--- src/rtl/wb_initiator_pkg.sv ---
`default_nettype none
// ============================================================================
// Module      : wb_initiator_pkg
// Description : Shared types for the single-outstanding Wishbone initiator.
// Revision    : 1.0 - initial release
// ============================================================================
package wb_initiator_pkg;

    typedef enum logic [1:0] {
        WB_OK      = 2'b00,
        WB_ERR     = 2'b01,
        WB_TIMEOUT = 2'b10,
        WB_RETRY   = 2'b11
    } t_wb_status;

    typedef enum logic [2:0] {
        ST_IDLE   = 3'd0,
        ST_STROBE = 3'd1,
        ST_WAIT   = 3'd2,
        ST_RETRY  = 3'd3,
        ST_RESP   = 3'd4
    } t_wb_state;

endpackage
`default_nettype wire

--- src/rtl/wb_initiator_if.sv ---
`default_nettype none
// ============================================================================
// Module      : wb_initiator_if
// Description : Wishbone B4 pipelined bus bundle between initiator and slave.
// Revision    : 1.0 - initial release
// ============================================================================
interface wb_initiator_if #(
    parameter int ADDR_WIDTH = 32,
    parameter int DATA_WIDTH = 32
);
    logic                      wb_cyc_o;
    logic                      wb_stb_o;
    logic                      wb_we_o;
    logic [ADDR_WIDTH-1:0]     wb_adr_o;
    logic [DATA_WIDTH/8-1:0]   wb_sel_o;
    logic [DATA_WIDTH-1:0]     wb_dat_o;
    logic                      wb_ack_i;
    logic                      wb_err_i;
    logic                      wb_rty_i;
    logic                      wb_stall_i;
    logic [DATA_WIDTH-1:0]     wb_dat_i;

    modport master (
        output wb_cyc_o, wb_stb_o, wb_we_o, wb_adr_o, wb_sel_o, wb_dat_o,
        input  wb_ack_i, wb_err_i, wb_rty_i, wb_stall_i, wb_dat_i
    );

    modport slave (
        input  wb_cyc_o, wb_stb_o, wb_we_o, wb_adr_o, wb_sel_o, wb_dat_o,
        output wb_ack_i, wb_err_i, wb_rty_i, wb_stall_i, wb_dat_i
    );
endinterface
`default_nettype wire

--- src/rtl/wb_initiator.sv ---
`default_nettype none
// ============================================================================
// Module      : wb_initiator
// Description : Single-outstanding Wishbone B4 pipelined master with bounded
//               retry and cycle timeout; valid/ready request and response.
// Revision    : 1.0 - initial release
// ============================================================================
module wb_initiator
    import wb_initiator_pkg::*;
#(
    parameter int ADDR_WIDTH = 32,
    parameter int DATA_WIDTH = 32,
    parameter int TIMEOUT    = 255,
    parameter int MAX_RETRY  = 3
) (
    input  logic                    clk_i,
    input  logic                    rst_n_i,

    input  logic                    req_valid_i,
    output logic                    req_ready_o,
    input  logic                    req_we_i,
    input  logic [ADDR_WIDTH-1:0]   req_adr_i,
    input  logic [DATA_WIDTH/8-1:0] req_sel_i,
    input  logic [DATA_WIDTH-1:0]   req_dat_i,

    output logic                    rsp_valid_o,
    input  logic                    rsp_ready_i,
    output logic [DATA_WIDTH-1:0]   rsp_dat_o,
    output t_wb_status              rsp_status_o,

    wb_initiator_if.master          wb
);

    localparam int                  c_SEL_W        = DATA_WIDTH / 8;
    localparam int                  c_TIMER_W      = 16;
    localparam int                  c_RETRY_W      = (MAX_RETRY > 0) ? $clog2(MAX_RETRY + 1) : 1;
    localparam logic [c_TIMER_W-1:0] c_TIMEOUT_LAST = c_TIMER_W'(TIMEOUT - 1);
    localparam logic [c_RETRY_W-1:0] c_MAX_RETRY    = c_RETRY_W'(MAX_RETRY);

    t_wb_state              r_state;
    logic                   r_req_ready;
    logic                   r_cyc;
    logic                   r_stb;
    logic                   r_we;
    logic [ADDR_WIDTH-1:0]  r_adr;
    logic [c_SEL_W-1:0]     r_sel;
    logic [DATA_WIDTH-1:0]  r_dat;
    logic                   r_rsp_valid;
    logic [DATA_WIDTH-1:0]  r_rsp_dat;
    t_wb_status             r_rsp_status;
    logic [c_TIMER_W-1:0]   r_timer;
    logic [c_RETRY_W-1:0]   r_retry_cnt;

    t_wb_state              w_state_nxt;
    t_wb_status             w_status_nxt;
    logic [DATA_WIDTH-1:0]  w_rsp_dat_nxt;
    logic [c_TIMER_W-1:0]   w_timer_nxt;
    logic [c_RETRY_W-1:0]   w_retry_nxt;
    logic                   w_accept;
    logic                   w_term_seen;

    // A termination only counts once the strobe has been taken (no stall)
    // or while waiting for the slave after it was taken.
    always_comb begin
        w_state_nxt   = r_state;
        w_status_nxt  = r_rsp_status;
        w_rsp_dat_nxt = r_rsp_dat;
        w_timer_nxt   = r_timer;
        w_retry_nxt   = r_retry_cnt;
        w_accept      = 1'b0;
        w_term_seen   = 1'b0;

        case (r_state)
            ST_IDLE: begin
                if (req_valid_i && r_req_ready) begin
                    w_accept    = 1'b1;
                    w_timer_nxt = '0;
                    w_retry_nxt = '0;
                    w_state_nxt = ST_STROBE;
                end
            end

            ST_STROBE, ST_WAIT: begin
                w_term_seen = (wb.wb_ack_i || wb.wb_err_i || wb.wb_rty_i) &&
                              ((r_state == ST_WAIT) || !wb.wb_stall_i);
                if (r_timer != '1) begin
                    w_timer_nxt = r_timer + 1'b1;
                end

                if (w_term_seen) begin
                    if (wb.wb_err_i) begin
                        w_state_nxt   = ST_RESP;
                        w_status_nxt  = WB_ERR;
                        w_rsp_dat_nxt = '0;
                    end else if (wb.wb_rty_i) begin
                        if (r_retry_cnt < c_MAX_RETRY) begin
                            w_state_nxt = ST_RETRY;
                        end else begin
                            w_state_nxt   = ST_RESP;
                            w_status_nxt  = WB_RETRY;
                            w_rsp_dat_nxt = '0;
                        end
                    end else begin
                        w_state_nxt   = ST_RESP;
                        w_status_nxt  = WB_OK;
                        w_rsp_dat_nxt = r_we ? '0 : wb.wb_dat_i;
                    end
                end else if (r_timer == c_TIMEOUT_LAST) begin
                    w_state_nxt   = ST_RESP;
                    w_status_nxt  = WB_TIMEOUT;
                    w_rsp_dat_nxt = '0;
                end else if ((r_state == ST_STROBE) && !wb.wb_stall_i) begin
                    w_state_nxt = ST_WAIT;
                end
            end

            ST_RETRY: begin
                w_retry_nxt = r_retry_cnt + 1'b1;
                w_timer_nxt = '0;
                w_state_nxt = ST_STROBE;
            end

            ST_RESP: begin
                if (rsp_ready_i) begin
                    w_state_nxt = ST_IDLE;
                end
            end

            default: begin
                w_state_nxt = ST_IDLE;
            end
        endcase
    end

    // Output flags are registered from the next state so no bus input
    // ever reaches an output combinationally.
    always_ff @(posedge clk_i or negedge rst_n_i) begin
        if (!rst_n_i) begin
            r_state      <= ST_IDLE;
            r_req_ready  <= 1'b0;
            r_cyc        <= 1'b0;
            r_stb        <= 1'b0;
            r_we         <= 1'b0;
            r_adr        <= '0;
            r_sel        <= '0;
            r_dat        <= '0;
            r_rsp_valid  <= 1'b0;
            r_rsp_dat    <= '0;
            r_rsp_status <= WB_OK;
            r_timer      <= '0;
            r_retry_cnt  <= '0;
        end else begin
            r_state      <= w_state_nxt;
            r_req_ready  <= (w_state_nxt == ST_IDLE);
            r_cyc        <= (w_state_nxt == ST_STROBE) || (w_state_nxt == ST_WAIT);
            r_stb        <= (w_state_nxt == ST_STROBE);
            r_rsp_valid  <= (w_state_nxt == ST_RESP);
            r_rsp_dat    <= w_rsp_dat_nxt;
            r_rsp_status <= w_status_nxt;
            r_timer      <= w_timer_nxt;
            r_retry_cnt  <= w_retry_nxt;
            if (w_accept) begin
                r_we  <= req_we_i;
                r_adr <= req_adr_i;
                r_sel <= req_sel_i;
                r_dat <= req_dat_i;
            end
        end
    end

    assign req_ready_o  = r_req_ready;
    assign rsp_valid_o  = r_rsp_valid;
    assign rsp_dat_o    = r_rsp_dat;
    assign rsp_status_o = r_rsp_status;

    assign wb.wb_cyc_o  = r_cyc;
    assign wb.wb_stb_o  = r_stb;
    assign wb.wb_we_o   = r_we;
    assign wb.wb_adr_o  = r_adr;
    assign wb.wb_sel_o  = r_sel;
    assign wb.wb_dat_o  = r_dat;

endmodule
`default_nettype wire

--- src/flat_wrapper.sv ---
// flat-port wrapper written by rule: the top's interface ports become plain ports
module wb_initiator_flat import wb_initiator_pkg::*;
#(
    parameter int ADDR_WIDTH = 32,
    parameter int DATA_WIDTH = 32,
    parameter int TIMEOUT    = 255,
    parameter int MAX_RETRY  = 3
)
  (clk_i, rst_n_i, req_valid_i, req_ready_o, req_we_i, req_adr_i, req_sel_i, req_dat_i, rsp_valid_o, rsp_ready_i, rsp_dat_o, rsp_status_o, wb_wb_cyc_o, wb_wb_stb_o, wb_wb_we_o, wb_wb_adr_o, wb_wb_sel_o, wb_wb_dat_o, wb_wb_ack_i, wb_wb_err_i, wb_wb_rty_i, wb_wb_stall_i, wb_wb_dat_i);
  wb_initiator_if #(.ADDR_WIDTH(ADDR_WIDTH), .DATA_WIDTH(DATA_WIDTH)) wb_i ();
  input  logic clk_i;
  input  logic rst_n_i;
  input  logic req_valid_i;
  output logic req_ready_o;
  input  logic req_we_i;
  input  logic [ADDR_WIDTH-1:0] req_adr_i;
  input  logic [DATA_WIDTH/8-1:0] req_sel_i;
  input  logic [DATA_WIDTH-1:0] req_dat_i;
  output logic rsp_valid_o;
  input  logic rsp_ready_i;
  output logic [DATA_WIDTH-1:0] rsp_dat_o;
  output t_wb_status rsp_status_o;
  output wire logic [$bits(wb_i.wb_cyc_o)-1:0] wb_wb_cyc_o;
  output wire logic [$bits(wb_i.wb_stb_o)-1:0] wb_wb_stb_o;
  output wire logic [$bits(wb_i.wb_we_o)-1:0] wb_wb_we_o;
  output wire logic [$bits(wb_i.wb_adr_o)-1:0] wb_wb_adr_o;
  output wire logic [$bits(wb_i.wb_sel_o)-1:0] wb_wb_sel_o;
  output wire logic [$bits(wb_i.wb_dat_o)-1:0] wb_wb_dat_o;
  input wire logic [$bits(wb_i.wb_ack_i)-1:0] wb_wb_ack_i;
  input wire logic [$bits(wb_i.wb_err_i)-1:0] wb_wb_err_i;
  input wire logic [$bits(wb_i.wb_rty_i)-1:0] wb_wb_rty_i;
  input wire logic [$bits(wb_i.wb_stall_i)-1:0] wb_wb_stall_i;
  input wire logic [$bits(wb_i.wb_dat_i)-1:0] wb_wb_dat_i;
  assign wb_wb_cyc_o = wb_i.wb_cyc_o;
  assign wb_wb_stb_o = wb_i.wb_stb_o;
  assign wb_wb_we_o = wb_i.wb_we_o;
  assign wb_wb_adr_o = wb_i.wb_adr_o;
  assign wb_wb_sel_o = wb_i.wb_sel_o;
  assign wb_wb_dat_o = wb_i.wb_dat_o;
  assign wb_i.wb_ack_i = wb_wb_ack_i;
  assign wb_i.wb_err_i = wb_wb_err_i;
  assign wb_i.wb_rty_i = wb_wb_rty_i;
  assign wb_i.wb_stall_i = wb_wb_stall_i;
  assign wb_i.wb_dat_i = wb_wb_dat_i;
  wb_initiator #(.ADDR_WIDTH(ADDR_WIDTH), .DATA_WIDTH(DATA_WIDTH), .TIMEOUT(TIMEOUT), .MAX_RETRY(MAX_RETRY)) u_core (.clk_i(clk_i), .rst_n_i(rst_n_i), .req_valid_i(req_valid_i), .req_ready_o(req_ready_o), .req_we_i(req_we_i), .req_adr_i(req_adr_i), .req_sel_i(req_sel_i), .req_dat_i(req_dat_i), .rsp_valid_o(rsp_valid_o), .rsp_ready_i(rsp_ready_i), .rsp_dat_o(rsp_dat_o), .rsp_status_o(rsp_status_o), .wb(wb_i));
endmodule
--- config.mk ---
export PLATFORM = sky130hd
export DESIGN_NAME = wb_initiator_flat
export DESIGN_NICKNAME = d
export VERILOG_FILES = /design/src/rtl/wb_initiator_pkg.sv /design/src/rtl/wb_initiator_if.sv /design/src/rtl/wb_initiator.sv /design/src/flat_wrapper.sv
export SDC_FILE = /design/constraint.sdc
export NUM_CORES = 1
export LEC_CHECK = 0
export ABC_AREA = 1
export ABC_CLOCK_PERIOD_IN_PS = 2300
export BUFFER_PORTS_ARGS = -buffer_cell sky130_fd_sc_hd__buf_2
export CORE_MARGIN = 1.5
export CORE_UTILIZATION = 48
export DETAILED_ROUTE_END_ITERATION = 16
export PLACE_DENSITY = 0.85
export SLEW_MARGIN = 20
export SYNTH_ARGS = -nofsm -noshare
export SYNTH_HDL_FRONTEND = slang
export SYNTH_SLANG_ARGS = --single-unit
--- constraint.sdc ---
create_clock -name clk_i -period 2.3 [get_ports clk_i]
set_clock_uncertainty 0.15 [all_clocks]
set_input_delay 0.23 -clock clk_i [delete_from_list [all_inputs] [get_ports clk_i]]
set_output_delay 0.23 -clock clk_i [all_outputs]
set_load 0.005 [all_outputs]
[After elaboration in Yosys (flattened, before gate mapping)]
Cells that the tools add are included.
W data, S select, Z words.
Word-level totals
  output and inout port bits: 107
  bits of input ports: 109
  flip-flop bits (word level): 128
  word-level logic and storage cells: 72
Operators by class
  reduce and logical (&&, ||, !) cells: 17
  $lt $le $gt $ge: 1
  equality and inequality tests: 12
  mux-type cells: 27
  add/subtract/negate cells: 2
Operator list (number)
  $mux W32: 6
  $pmux W16 S3: 1
  $mux W16: 2
  $mux W3: 8
  $add A16 B1 Y16 const B: 1
  $eq A16 B8 Y1 const B: 1
  $ne A16 B16 Y1 const B: 1
  $mux W2: 6
  $pmux W3 S4: 1
  $eq A3 B2 Y1 const B: 3
  $eq A3 B1 Y1 const B: 2
  $eq A3 B3 Y1 const B: 2
  $logic_not A3 Y1: 2
  $reduce_and A3 Y1: 2
  $logic_or A1 B1 Y1: 4
  $ne A2 B1 Y1 const B: 2
  $ne A4 B4 Y1 const B: 1
  $pmux W2 S2: 1
  $reduce_bool A2 Y1: 2
  $logic_and A1 B1 Y1: 3
  $reduce_bool A3 Y1: 1
  $add A2 B1 Y2 const B: 1
  $lt A2 B2 Y1 const B: 1
  $mux W1: 2
  3 further kinds: 3

[Longest topological paths before layout]
Gate-level depths: netlist of run 1.
  word-level depth: 8
  depth in mapped cells: 11
  gate-level depth less buffers: 11

[Worst setup path before layout of run 1]
OpenSTA, ideal clock, no wires.
  path type: register -> register
  start: register u_core.r_timer[1]
  end: register u_core.r_timer[3]
  path slack: 613 ps
  cell stages (with the launch flop): 10
  clock period less this slack: 1687 ps
  arrival: 1411 ps
  path buffers: 1
  library setup time: 126 ps
  data required time: 2024 ps
  path through: dfrtp_1 ha_1 inv_1 nor3_2 nand2_1 nor2_1 nand2_1 nand2_1 buf_4 o21ai_0
On the way
  word-level cells in the longest chain between the ends: 3
  elaborated cells on any way between the ends: 6
  classes of those cells: add/sub: 1; eq/ne: 2; mux: 2; reduce/logical: 1
RTL lines
  start, declared: RTL line wb_initiator.sv:51  | logic [c_TIMER_W-1:0] r_timer;
  start signal, assigned: RTL line wb_initiator.sv:160  | r_timer <= w_timer_nxt;
  $add A16 B1 Y16 or $ne A16 B16 Y1 (tied branches): RTL line wb_initiator.sv:87, wb_initiator.sv:86
  $mux W16 or $ne A2 B1 Y1 (tied branches)
  $pmux W16 S3 or $reduce_and A3 Y1 (tied branches)
Several ways; a longest one is shown, not always the timed one. The select of a mux whose other input is x is not followed.
A chain may end at the register's enable or synchronous reset.

[Final worst setup path of run 1]
  start: register u_core.r_timer[1]
  end: register u_core.r_timer[11]
The elaborated chain is that of the path after synthesis.

==> impl_results.html, run 1 <==
<table>
<tr><th>Metric</th><th>Value</th></tr>
<tr><th colspan="2">Status</th></tr>
<tr><td>Run status</td><td>finished, final reports clean</td></tr>
<tr><th colspan="2">Critical path</th></tr>
<tr><td>Worst-path cell with the longest stage delay</td><td>sky130_fd_sc_hd__dfrtp_1</td></tr>
<tr><td>Arrival @ worst endpoint</td><td>2.29 ns</td></tr>
<tr><td>CP startpoint kind</td><td>register</td></tr>
<tr><td>Crit-path max FO</td><td>23</td></tr>
<tr><td>Critical path data required time</td><td>2.56 ns</td></tr>
<tr><td>Top Family by Delay on Critical Path</td><td>simple AND/OR/NAND/NOR gates</td></tr>
<tr><td>Delay of the slowest critical-path stage</td><td>0.41 ns</td></tr>
<tr><td>Most prevalent standard cell on the critical path</td><td>sky130_fd_sc_hd__nand2_1</td></tr>
<tr><td>Critical path start-end classification</td><td>reg2reg</td></tr>
<tr><td>Element type at the critical path end</td><td>register</td></tr>
<tr><td>Cell-by-cell listing of the critical path</td><td>ha_1 -&gt; inv_1 -&gt; nor3_2 -&gt; nand2_1 -&gt; nor2_1 -&gt; nand2_1 -&gt; nand2_1 -&gt; buf_12 -&gt; inv_1 -&gt; nand2_1 -&gt; nand2_1</td></tr>
<tr><td>Total buffers and inverters traversed by the critical path</td><td>3</td></tr>
<tr><th colspan="2">Placed design</th></tr>
<tr><td>Number of placed instances, taps included</td><td>980</td></tr>
<tr><td>DP Wirelength</td><td>8830 um</td></tr>
<tr><td>RD Place Congestion</td><td>0.863</td></tr>
<tr><td>IO buf count</td><td>215</td></tr>
<tr><td>Placement-stage cell area</td><td>6640 um^2</td></tr>
<tr><th colspan="2">Timing</th></tr>
<tr><td>Post-layout min period</td><td>2.03 ns</td></tr>
<tr><td>Fin Hold WS</td><td>0.0774 ns</td></tr>
<tr><td>RSZ-0062 raised after global routing</td><td>false</td></tr>
<tr><td>Final critical-path share of the clock period</td><td>88.4%</td></tr>
<tr><td>Summed negative setup slack over all endpoints</td><td>0 ns</td></tr>
<tr><td>Fmax</td><td>492 MHz</td></tr>
<tr><td>Hold violation count in the final report</td><td>0</td></tr>
<tr><td>Transition time of the tightest slew-check pin</td><td>0.680 ns</td></tr>
<tr><td>Final Setup Violations</td><td>0</td></tr>
<tr><td>Slew Limit Headroom</td><td>54.7%</td></tr>
<tr><td>Count of pins over their slew limit</td><td>0</td></tr>
<tr><th colspan="2">Logic synthesis</th></tr>
<tr><td>Share of synthesized registers carrying an async set or reset</td><td>100%</td></tr>
<tr><td>Synth Cell Area</td><td>5400 um^2</td></tr>
<tr><td>Register area share after synthesis</td><td>59.3%</td></tr>
<tr><td>Most used flip-flop cell after synthesis</td><td>sky130_fd_sc_hd__dfrtp_1</td></tr>
<tr><td>Total number of yosys warnings</td><td>0</td></tr>
<tr><td>Gate count of the mapped netlist</td><td>643</td></tr>
<tr><td>Avg Synthesized Cell Area</td><td>8.40 um^2</td></tr>
<tr><td>Mapped Nets</td><td>755</td></tr>
<tr><td>FF+latch count, synth</td><td>128</td></tr>
<tr><td>EDFF count, synth</td><td>0</td></tr>
<tr><td>Synth cell types</td><td>29</td></tr>
<tr><th colspan="2">Detailed routing</th></tr>
<tr><td>Number of vias per cell</td><td>5.02</td></tr>
<tr><td>Average detailed-routed wire length per instance</td><td>15.1 um</td></tr>
<tr><td>Number of DRC violations after detailed-routing iteration 0</td><td>415</td></tr>
<tr><td>Antenna Nets Post-Route</td><td>0</td></tr>
<tr><td>Detailed Routing Iterations Pass 1</td><td>4</td></tr>
<tr><td>Post-route DRC</td><td>0</td></tr>
<tr><td>Drt total wl</td><td>16900 um</td></tr>
<tr><td>Total via count after detailed routing</td><td>5613</td></tr>
<tr><th colspan="2">Run</th></tr>
<tr><td>Count of max-cap constraint violations</td><td>0</td></tr>
<tr><th colspan="2">GRT</th></tr>
<tr><td>Maximum number of pins on one net before global-route repair</td><td>69</td></tr>
<tr><td>Overall Global Routing Usage</td><td>30.0%</td></tr>
<tr><td>Antenna violations before repair</td><td>0</td></tr>
<tr><td>GRT overflow</td><td>0</td></tr>
<tr><td>Global-route wire length before repair</td><td>27100 um</td></tr>
<tr><td>Vias in the first global route</td><td>5614</td></tr>
<tr><th colspan="2">Cells and area</th></tr>
<tr><td>Highest-count cells in the layout ignoring fill and taps</td><td>336 x sky130_fd_sc_hd__nand2_1, 214 x sky130_fd_sc_hd__buf_2, 128 x sky130_fd_sc_hd__dfrtp_1, 107 x sky130_fd_sc_hd__dlygate4sd3_1, 28 x sky130_fd_sc_hd__nor2_1</td></tr>
<tr><td>Final instance area</td><td>8340 um^2</td></tr>
<tr><td>Growth of design area from synthesis to finish</td><td>54.5%</td></tr>
<tr><td>Final #Nets</td><td>1078</td></tr>
<tr><td>Commonest non-fill, non-tap cell in the layout</td><td>sky130_fd_sc_hd__nand2_1</td></tr>
<tr><td>Ant. Diodes</td><td>0</td></tr>
<tr><td>Fillers</td><td>638</td></tr>
<tr><td>Post-route insts no fill</td><td>1119</td></tr>
<tr><td>Layout cells sized above 1</td><td>27.6%</td></tr>
<tr><th colspan="2">Power</th></tr>
<tr><td>Relative contribution of combinational cells to total power</td><td>31.7%</td></tr>
<tr><td>Switching part of the total power</td><td>34.6%</td></tr>
<tr><td>Power per unit of standard cell area</td><td>1110 nW/um^2</td></tr>
<tr><td>Maximum vdd drop</td><td>0.712 mV</td></tr>
<tr><td>Static Leak</td><td>4.45 nW</td></tr>
<tr><td>Sequential share of power</td><td>37.8%</td></tr>
<tr><td>Portion of total power attributed to the clock network</td><td>30.5%</td></tr>
<tr><td>Switching component of the power</td><td>3.21 mW</td></tr>
<tr><td>Internal power component</td><td>6.07 mW</td></tr>
<tr><th colspan="2">Clocking</th></tr>
<tr><td>Number of buffers created by CTS</td><td>17</td></tr>
<tr><td>Clock tree from TritonCTS</td><td>built</td></tr>
<tr><td>Clock tree sinks</td><td>128</td></tr>
<tr><td>Clock Tree Buf Depth</td><td>2</td></tr>
<tr><td>Clock insertion delay at the later pin of the skew report</td><td>0.52 ns</td></tr>
<tr><td>Post-CTS clock slew at the launch and capture registers of the worst setup and hold paths</td><td>0.06 ns</td></tr>
<tr><td>Deepest level of the CTS H-tree</td><td>4</td></tr>
<tr><td>CTS Root Buffer Type</td><td>sky130_fd_sc_hd__clkbuf_8</td></tr>
<tr><th colspan="2">Die</th></tr>
<tr><td>I/O pin total</td><td>216</td></tr>
<tr><td>Initial standard-cell utilization of the core</td><td>49.6%</td></tr>
<tr><td>DIE AREA</td><td>11900 um^2</td></tr>
<tr><td>Width of the die</td><td>109 um</td></tr>
<tr><td>Core area</td><td>10900 um^2</td></tr>
<tr><td>Vertical die dimension</td><td>109 um</td></tr>
<tr><td>Standard-cell row count</td><td>38</td></tr>
<tr><th colspan="2">Hold path</th></tr>
<tr><td>Hold crit path type</td><td>in2reg</td></tr>
</table>
## stage by stage
| step | util (%) | setup WS [ns] | power [mW] |
|---|---|---|---|
| finish | 76.6 | 0.268 | 9.28 |
| global route | 76.6 | 0.0750 | 9.85 |
| CTS | 76.6 | 0.278 | 9.11 |
| detailed placement | 61.0 | 0.325 | 6.11 |
| global placement | 61.0 | 0.351 | 6.03 |
| floorplan | - | 0.613 | 4.84 |
## metal layers
| metal | up-vias | part of all wire (%) | global-route usage (%) |
|---|---|---|---|
| li1 | 2652 | - | - |
| met1 | 2608 | 39 | 35.6 |
| met2 | 284 | 49 | 49.3 |
| met3 | 69 | 8.1 | 8.97 |
| met4 | 0 | 4.0 | 15.4 |
| met5 | - | 0 | 0 |
## area by class of cell
type / instances / area [um^2] / area share, %
flip-flops and latches: 128 / 3200 / 38.4
repair buffers: 332 / 2260 / 27.1
multi-input cells: 466 / 2000 / 23.9
clock buffers: 20 / 445 / 5.34
clock inverters: 12 / 183 / 2.19
well taps: 140 / 175 / 2.10
inverters: 21 / 78.8 / 0.945
## synth_stat cells (2+ instances only)
library cell | n | area share (%)
sky130_fd_sc_hd__xnor2_1 | 4 | 0.65
sky130_fd_sc_hd__buf_4 | 2 | 0.28
sky130_fd_sc_hd__nand3_1 | 18 | 1.7
sky130_fd_sc_hd__clkbuf_1 | 18 | 1.3
sky130_fd_sc_hd__nand2_2 | 2 | 0.23
sky130_fd_sc_hd__or2_2 | 3 | 0.35
sky130_fd_sc_hd__inv_1 | 19 | 1.3
sky130_fd_sc_hd__inv_2 | 2 | 0.14
sky130_fd_sc_hd__nand4_1 | 2 | 0.23
sky130_fd_sc_hd__o21ai_0 | 25 | 2.3
sky130_fd_sc_hd__nor2_1 | 28 | 1.9
sky130_fd_sc_hd__xor2_1 | 6 | 0.97
sky130_fd_sc_hd__nand3_2 | 2 | 0.37
sky130_fd_sc_hd__buf_2 | 7 | 0.65
sky130_fd_sc_hd__dfrtp_1 | 128 | 59
sky130_fd_sc_hd__nand2_1 | 336 | 23
sky130_fd_sc_hd__ha_1 | 3 | 0.70
sky130_fd_sc_hd__nor3_1 | 3 | 0.28
sky130_fd_sc_hd__o21ai_1 | 25 | 2.3
## final timing paths
check / from / end / slack (ns) / depth (start not counted)
worst max-delay path: u_core.r_timer[1] / u_core.r_timer[11] / 0.27 / 11
worst min-delay path: wb_wb_ack_i / u_core.rsp_status_o[1] / 0.08 / 6
worst max register to register: u_core.r_timer[1] / u_core.r_timer[11] / 0.27 / 11
min in group asynchronous: rst_n_i / u_core.rsp_valid_o / 0.10 / 2
max in group asynchronous: rst_n_i / u_core.wb.wb_dat_o[13] / 1.17 / 3
worst min register to register: u_core.wb.wb_dat_o[11] / u_core.wb.wb_dat_o[11] / 0.32 / 2
## power groups by stage
stage	combinational (mW)	sequential, mW	clock, mW
3_3_place_gp	2.57	3.46	0
3_5_place_dp	2.65	3.46	0
4_1_cts	2.79	3.45	2.87
5_1_grt	3.29	3.59	2.97
2_1_floorplan	1.31	3.53	0
6_report	2.94	3.50	2.83
## repair_timing
action                    in CTS  in global routing
hold endpoints to repair     148                  0
hold buffers                 107                  0
gates resized for setup        0                  0
buffers inserted               0                  0
## state kept, by name, summed over array words and instances, names as in the netlist
signal / flops
u_core.wb.wb_cyc_o: 1
u_core.r_state: 3
u_core.wb.wb_we_o: 1
u_core.r_retry_cnt: 2
u_core.wb.wb_stb_o: 1
u_core.rsp_valid_o: 1
u_core.r_timer: 16
u_core.wb.wb_sel_o: 4
u_core.req_ready_o: 1
u_core.wb.wb_adr_o: 32
u_core.wb.wb_dat_o: 32
u_core.rsp_dat_o: 32
u_core.rsp_status_o: 2
## logic make-up (layout without fill, tap and decap cells)
kind of cell	count (synthesis)	after routing	synth area share, %
adders and majority gates	3	3	0.695
muxes	1	1	0.209
DFF	128	128	59.3
and+or+nand+nor	398	398	29.3
buffers and inverters	49	385	3.73
xor gates and xnor gates	10	10	1.62
AOI/OAI and AO/OA	54	54	5.17
## worst min-delay path: stages
cell and delay [ns]:
sky130_fd_sc_hd__buf_2 0.08, sky130_fd_sc_hd__inv_1 0.03, sky130_fd_sc_hd__nand2_1 0.07, sky130_fd_sc_hd__nand2_2 0.09, sky130_fd_sc_hd__nor2_1 0.11, sky130_fd_sc_hd__o21ai_0 0.09
Power figures use the tool's default switching activity.
==> inputs of run 2 (changes only) <==
CORE_UTILIZATION = 42   (was 48)
PLACE_DENSITY = 0.77   (was 0.85)
==> impl_results.html, run 2 (synthesis results as in run 1) <==
<table>
<tr><th>Metric</th><th>Value</th></tr>
<tr><th colspan="2">Status</th></tr>
<tr><td>Run status</td><td>finished, final reports clean</td></tr>
<tr><th colspan="2">Die</th></tr>
<tr><td>Standard-cell row count</td><td>41 (+7.9%)</td></tr>
<tr><td>Width of the die</td><td>116 um (+6.7%)</td></tr>
<tr><td>Core area</td><td>12600 um^2 (+15%)</td></tr>
<tr><td>DIE AREA</td><td>13500 um^2 (+14%)</td></tr>
<tr><td>Initial standard-cell utilization of the core</td><td>43.0% (-6.6 points)</td></tr>
<tr><td>I/O pin total</td><td>216 (unchanged)</td></tr>
<tr><td>Vertical die dimension</td><td>116 um (+6.7%)</td></tr>
<tr><th colspan="2">Run</th></tr>
<tr><td>Count of max-cap constraint violations</td><td>0 (unchanged)</td></tr>
<tr><th colspan="2">Detailed routing</th></tr>
<tr><td>Post-route DRC</td><td>0 (unchanged)</td></tr>
<tr><td>Drt total wl</td><td>16600 um (-1.5%)</td></tr>
<tr><td>Total via count after detailed routing</td><td>5500 (-2.0%)</td></tr>
<tr><td>Number of vias per cell</td><td>4.80 (-4.4%)</td></tr>
<tr><td>Average detailed-routed wire length per instance</td><td>14.5 um (-3.9%)</td></tr>
<tr><td>Detailed Routing Iterations Pass 1</td><td>5 (+1)</td></tr>
<tr><td>Number of DRC violations after detailed-routing iteration 0</td><td>410 (-1.2%)</td></tr>
<tr><td>Antenna Nets Post-Route</td><td>0 (unchanged)</td></tr>
<tr><th colspan="2">Cells and area</th></tr>
<tr><td>Post-route insts no fill</td><td>1147 (+2.5%)</td></tr>
<tr><td>Final #Nets</td><td>1074 (-0.37%)</td></tr>
<tr><td>Highest-count cells in the layout ignoring fill and taps</td><td>336 x sky130_fd_sc_hd__nand2_1, 214 x sky130_fd_sc_hd__buf_2, 128 x sky130_fd_sc_hd__dfrtp_1, 103 x sky130_fd_sc_hd__dlygate4sd3_1, 28 x sky130_fd_sc_hd__nor2_1</td></tr>
<tr><td>Commonest non-fill, non-tap cell in the layout</td><td>sky130_fd_sc_hd__nand2_1</td></tr>
<tr><td>Ant. Diodes</td><td>0 (unchanged)</td></tr>
<tr><td>Growth of design area from synthesis to finish</td><td>56.3%</td></tr>
<tr><td>Layout cells sized above 1</td><td>27.7% (+0.11 points)</td></tr>
<tr><td>Layout Utilization</td><td>67.1% (-9.5 points)</td></tr>
<tr><th colspan="2">Power</th></tr>
<tr><td>Maximum vdd drop</td><td>0.677 mV (-4.9%)</td></tr>
<tr><td>Relative contribution of combinational cells to total power</td><td>30.5% (-1.2 points)</td></tr>
<tr><td>Sequential share of power</td><td>36.1% (-1.7 points)</td></tr>
<tr><td>Switching component of the power</td><td>3.15 mW (-1.9%)</td></tr>
<tr><td>Portion of total power attributed to the clock network</td><td>33.4% (+2.9 points)</td></tr>
<tr><td>Internal power component</td><td>6.45 mW (+6.4%)</td></tr>
<tr><td>Static Leak</td><td>4.49 nW (+0.81%)</td></tr>
<tr><td>Power per unit of standard cell area</td><td>1140 nW/um^2 (+2.3%)</td></tr>
<tr><td>Switching part of the total power</td><td>32.8% (-1.8 points)</td></tr>
<tr><th colspan="2">Timing</th></tr>
<tr><td>Post-layout min period</td><td>1.96 ns (-0.0740 ns)</td></tr>
<tr><td>Summed negative setup slack over all endpoints</td><td>0 ns (unchanged)</td></tr>
<tr><td>Fin Hold WS</td><td>0.0509 ns (-0.0265 ns)</td></tr>
<tr><td>Hold violation count in the final report</td><td>0 (unchanged)</td></tr>
<tr><td>Count of pins over their slew limit</td><td>0 (unchanged)</td></tr>
<tr><td>Transition time of the tightest slew-check pin</td><td>0.502 ns (-0.178 ns)</td></tr>
<tr><td>Fmax</td><td>511 MHz (+3.8%)</td></tr>
<tr><td>RSZ-0062 raised after global routing</td><td>false</td></tr>
<tr><td>Slew Limit Headroom</td><td>66.5% (+12 points)</td></tr>
<tr><td>Final Setup Violations</td><td>0 (unchanged)</td></tr>
<tr><td>Final critical-path share of the clock period</td><td>85.2% (-3.2 points)</td></tr>
<tr><th colspan="2">Placed design</th></tr>
<tr><td>Number of placed instances, taps included</td><td>1012 (+3.3%)</td></tr>
<tr><td>RD Place Congestion</td><td>0.887 (+2.8%)</td></tr>
<tr><td>IO buf count</td><td>215 (unchanged)</td></tr>
<tr><td>DP Wirelength</td><td>9240 um (+4.7%)</td></tr>
<tr><th colspan="2">GRT</th></tr>
<tr><td>Antenna violations before repair</td><td>0 (unchanged)</td></tr>
<tr><td>GRT overflow</td><td>0 (unchanged)</td></tr>
<tr><td>Vias in the first global route</td><td>5526 (-1.6%)</td></tr>
<tr><td>Overall Global Routing Usage</td><td>25.3% (-4.7 points)</td></tr>
<tr><td>Global-route wire length before repair</td><td>26000 um (-4.0%)</td></tr>
<tr><td>Maximum number of pins on one net before global-route repair</td><td>72 (+4.3%)</td></tr>
<tr><th colspan="2">Critical path</th></tr>
<tr><td>Element type at the critical path end</td><td>register</td></tr>
<tr><td>Arrival @ worst endpoint</td><td>2.09 ns (-0.20 ns)</td></tr>
<tr><td>Crit-path max FO</td><td>70 (+200%)</td></tr>
<tr><td>Cell-by-cell listing of the critical path</td><td>inv_1 -&gt; ha_1 -&gt; nand3_1 -&gt; nor2_1 -&gt; nand2_1 -&gt; nand2_1 -&gt; nand3_2 -&gt; buf_12 -&gt; nand2_1 -&gt; o21ai_0</td></tr>
<tr><td>Top Family by Delay on Critical Path</td><td>simple AND/OR/NAND/NOR gates</td></tr>
<tr><td>Worst-path cell with the longest stage delay</td><td>sky130_fd_sc_hd__dfrtp_1</td></tr>
<tr><td>Most prevalent standard cell on the critical path</td><td>sky130_fd_sc_hd__nand2_1</td></tr>
<tr><td>Delay of the slowest critical-path stage</td><td>0.42 ns (about the same)</td></tr>
<tr><td>Critical path data required time</td><td>2.43 ns (-0.13 ns)</td></tr>
<tr><td>Total buffers and inverters traversed by the critical path</td><td>2 (-1)</td></tr>
<tr><td>Critical path start-end classification</td><td>reg2reg</td></tr>
<tr><td>CP startpoint kind</td><td>register</td></tr>
<tr><th colspan="2">Clocking</th></tr>
<tr><td>Post-CTS clock slew at the launch and capture registers of the worst setup and hold paths</td><td>0.06 ns (about the same)</td></tr>
<tr><td>Clock insertion delay at the later pin of the skew report</td><td>0.41 ns (-0.11 ns)</td></tr>
<tr><td>Deepest level of the CTS H-tree</td><td>4 (unchanged)</td></tr>
<tr><td>Clock Tree Buf Depth</td><td>2 (unchanged)</td></tr>
<tr><td>Number of buffers created by CTS</td><td>17 (unchanged)</td></tr>
<tr><td>CTS Root Buffer Type</td><td>sky130_fd_sc_hd__clkbuf_16</td></tr>
<tr><td>Clock tree from TritonCTS</td><td>built</td></tr>
<tr><td>Clock tree sinks</td><td>128 (unchanged)</td></tr>
<tr><th colspan="2">Hold path</th></tr>
<tr><td>Hold crit path type</td><td>in2reg</td></tr>
</table>
[run 2: cell types whose count changed in the layout (fill, tap and decap cells not counted), sizes merged]
cell         delta
inv             +2
clkinvlp        -3
bufinv          +3
dlygate4sd3     -4
clkinv          -2
[run 2: metal layers]
layer	routed length, um	GRT usage [%]	vias up
li1	-	-	2635
met3	862	6.95	65
met2	8560	43.4	216
met5	0	0	-
met1	6550	28.9	2584
met4	662	13.7	0
[run 2: timing repair]
| action | in CTS | in global routing |
|---|---|---|
| buffers inserted | 0 | 0 |
| setup endpoints to repair | 0 | 0 |
| endpoints found under the hold margin | 231 | 0 |
| hold buffers | 103 | 0 |
| gates resized for setup | 0 | 0 |
[run 2: layout make-up]
cell class,instances,area [um^2]
tap,172,215
inverter,21,78.8
fill,934,4130
sequential,128,3200
clock inverter,12,250
multi-input combinational,466,2000
timing repair buffer,328,2240
clock buffer,20,457
[run 2: through the flow]
| step | total power, mW | worst slack [ns] | instance area, um^2 |
|---|---|---|---|
| after floorplan | 4.84 | 0.613 | 5400 |
| after global placement | 6.06 | 0.435 | 6700 |
| after detailed placement | 6.14 | 0.376 | 6700 |
| after CTS | 9.51 | 0.356 | 8440 |
| after global routing | 10.2 | 0.129 | 8440 |
| final | 9.60 | 0.342 | 8440 |
[run 2: final timing paths]
path	from	to	slack [ns]	depth (start not counted)
worst max-delay path	u_core.r_timer[0]	u_core.rsp_dat_o[0]	0.34	10
worst min-delay path	wb_wb_rty_i	u_core.rsp_status_o[0]	0.05	3
worst max register to register	u_core.r_timer[0]	u_core.rsp_dat_o[0]	0.34	10
worst min register to register	u_core.wb.wb_dat_o[8]	u_core.wb.wb_dat_o[8]	0.31	2
max in group asynchronous	rst_n_i	u_core.r_timer[10]	1.22	3
min in group asynchronous	rst_n_i	u_core.rsp_dat_o[3]	0.13	2
[run 2: worst register-to-register path, cell delays in order, from the launching register on]
cell	delay [ns]
sky130_fd_sc_hd__dfrtp_1	0.42
sky130_fd_sc_hd__inv_1	0.10
sky130_fd_sc_hd__ha_1	0.15
sky130_fd_sc_hd__nand3_1	0.09
sky130_fd_sc_hd__nor2_1	0.15
sky130_fd_sc_hd__nand2_1	0.13
sky130_fd_sc_hd__nand2_1	0.11
sky130_fd_sc_hd__nand3_2	0.10
sky130_fd_sc_hd__buf_12	0.20
sky130_fd_sc_hd__nand2_1	0.13
sky130_fd_sc_hd__o21ai_0	0.11
[run 2: power groups by stage]
stage | registers, mW | logic [mW] | clock network, mW
after CTS | 3.44 | 2.82 | 3.25
after detailed placement | 3.44 | 2.69 | 0
after global routing | 3.57 | 3.28 | 3.35
final | 3.47 | 2.93 | 3.20
after floorplan | 3.53 | 1.31 | 0
after global placement | 3.44 | 2.62 | 0
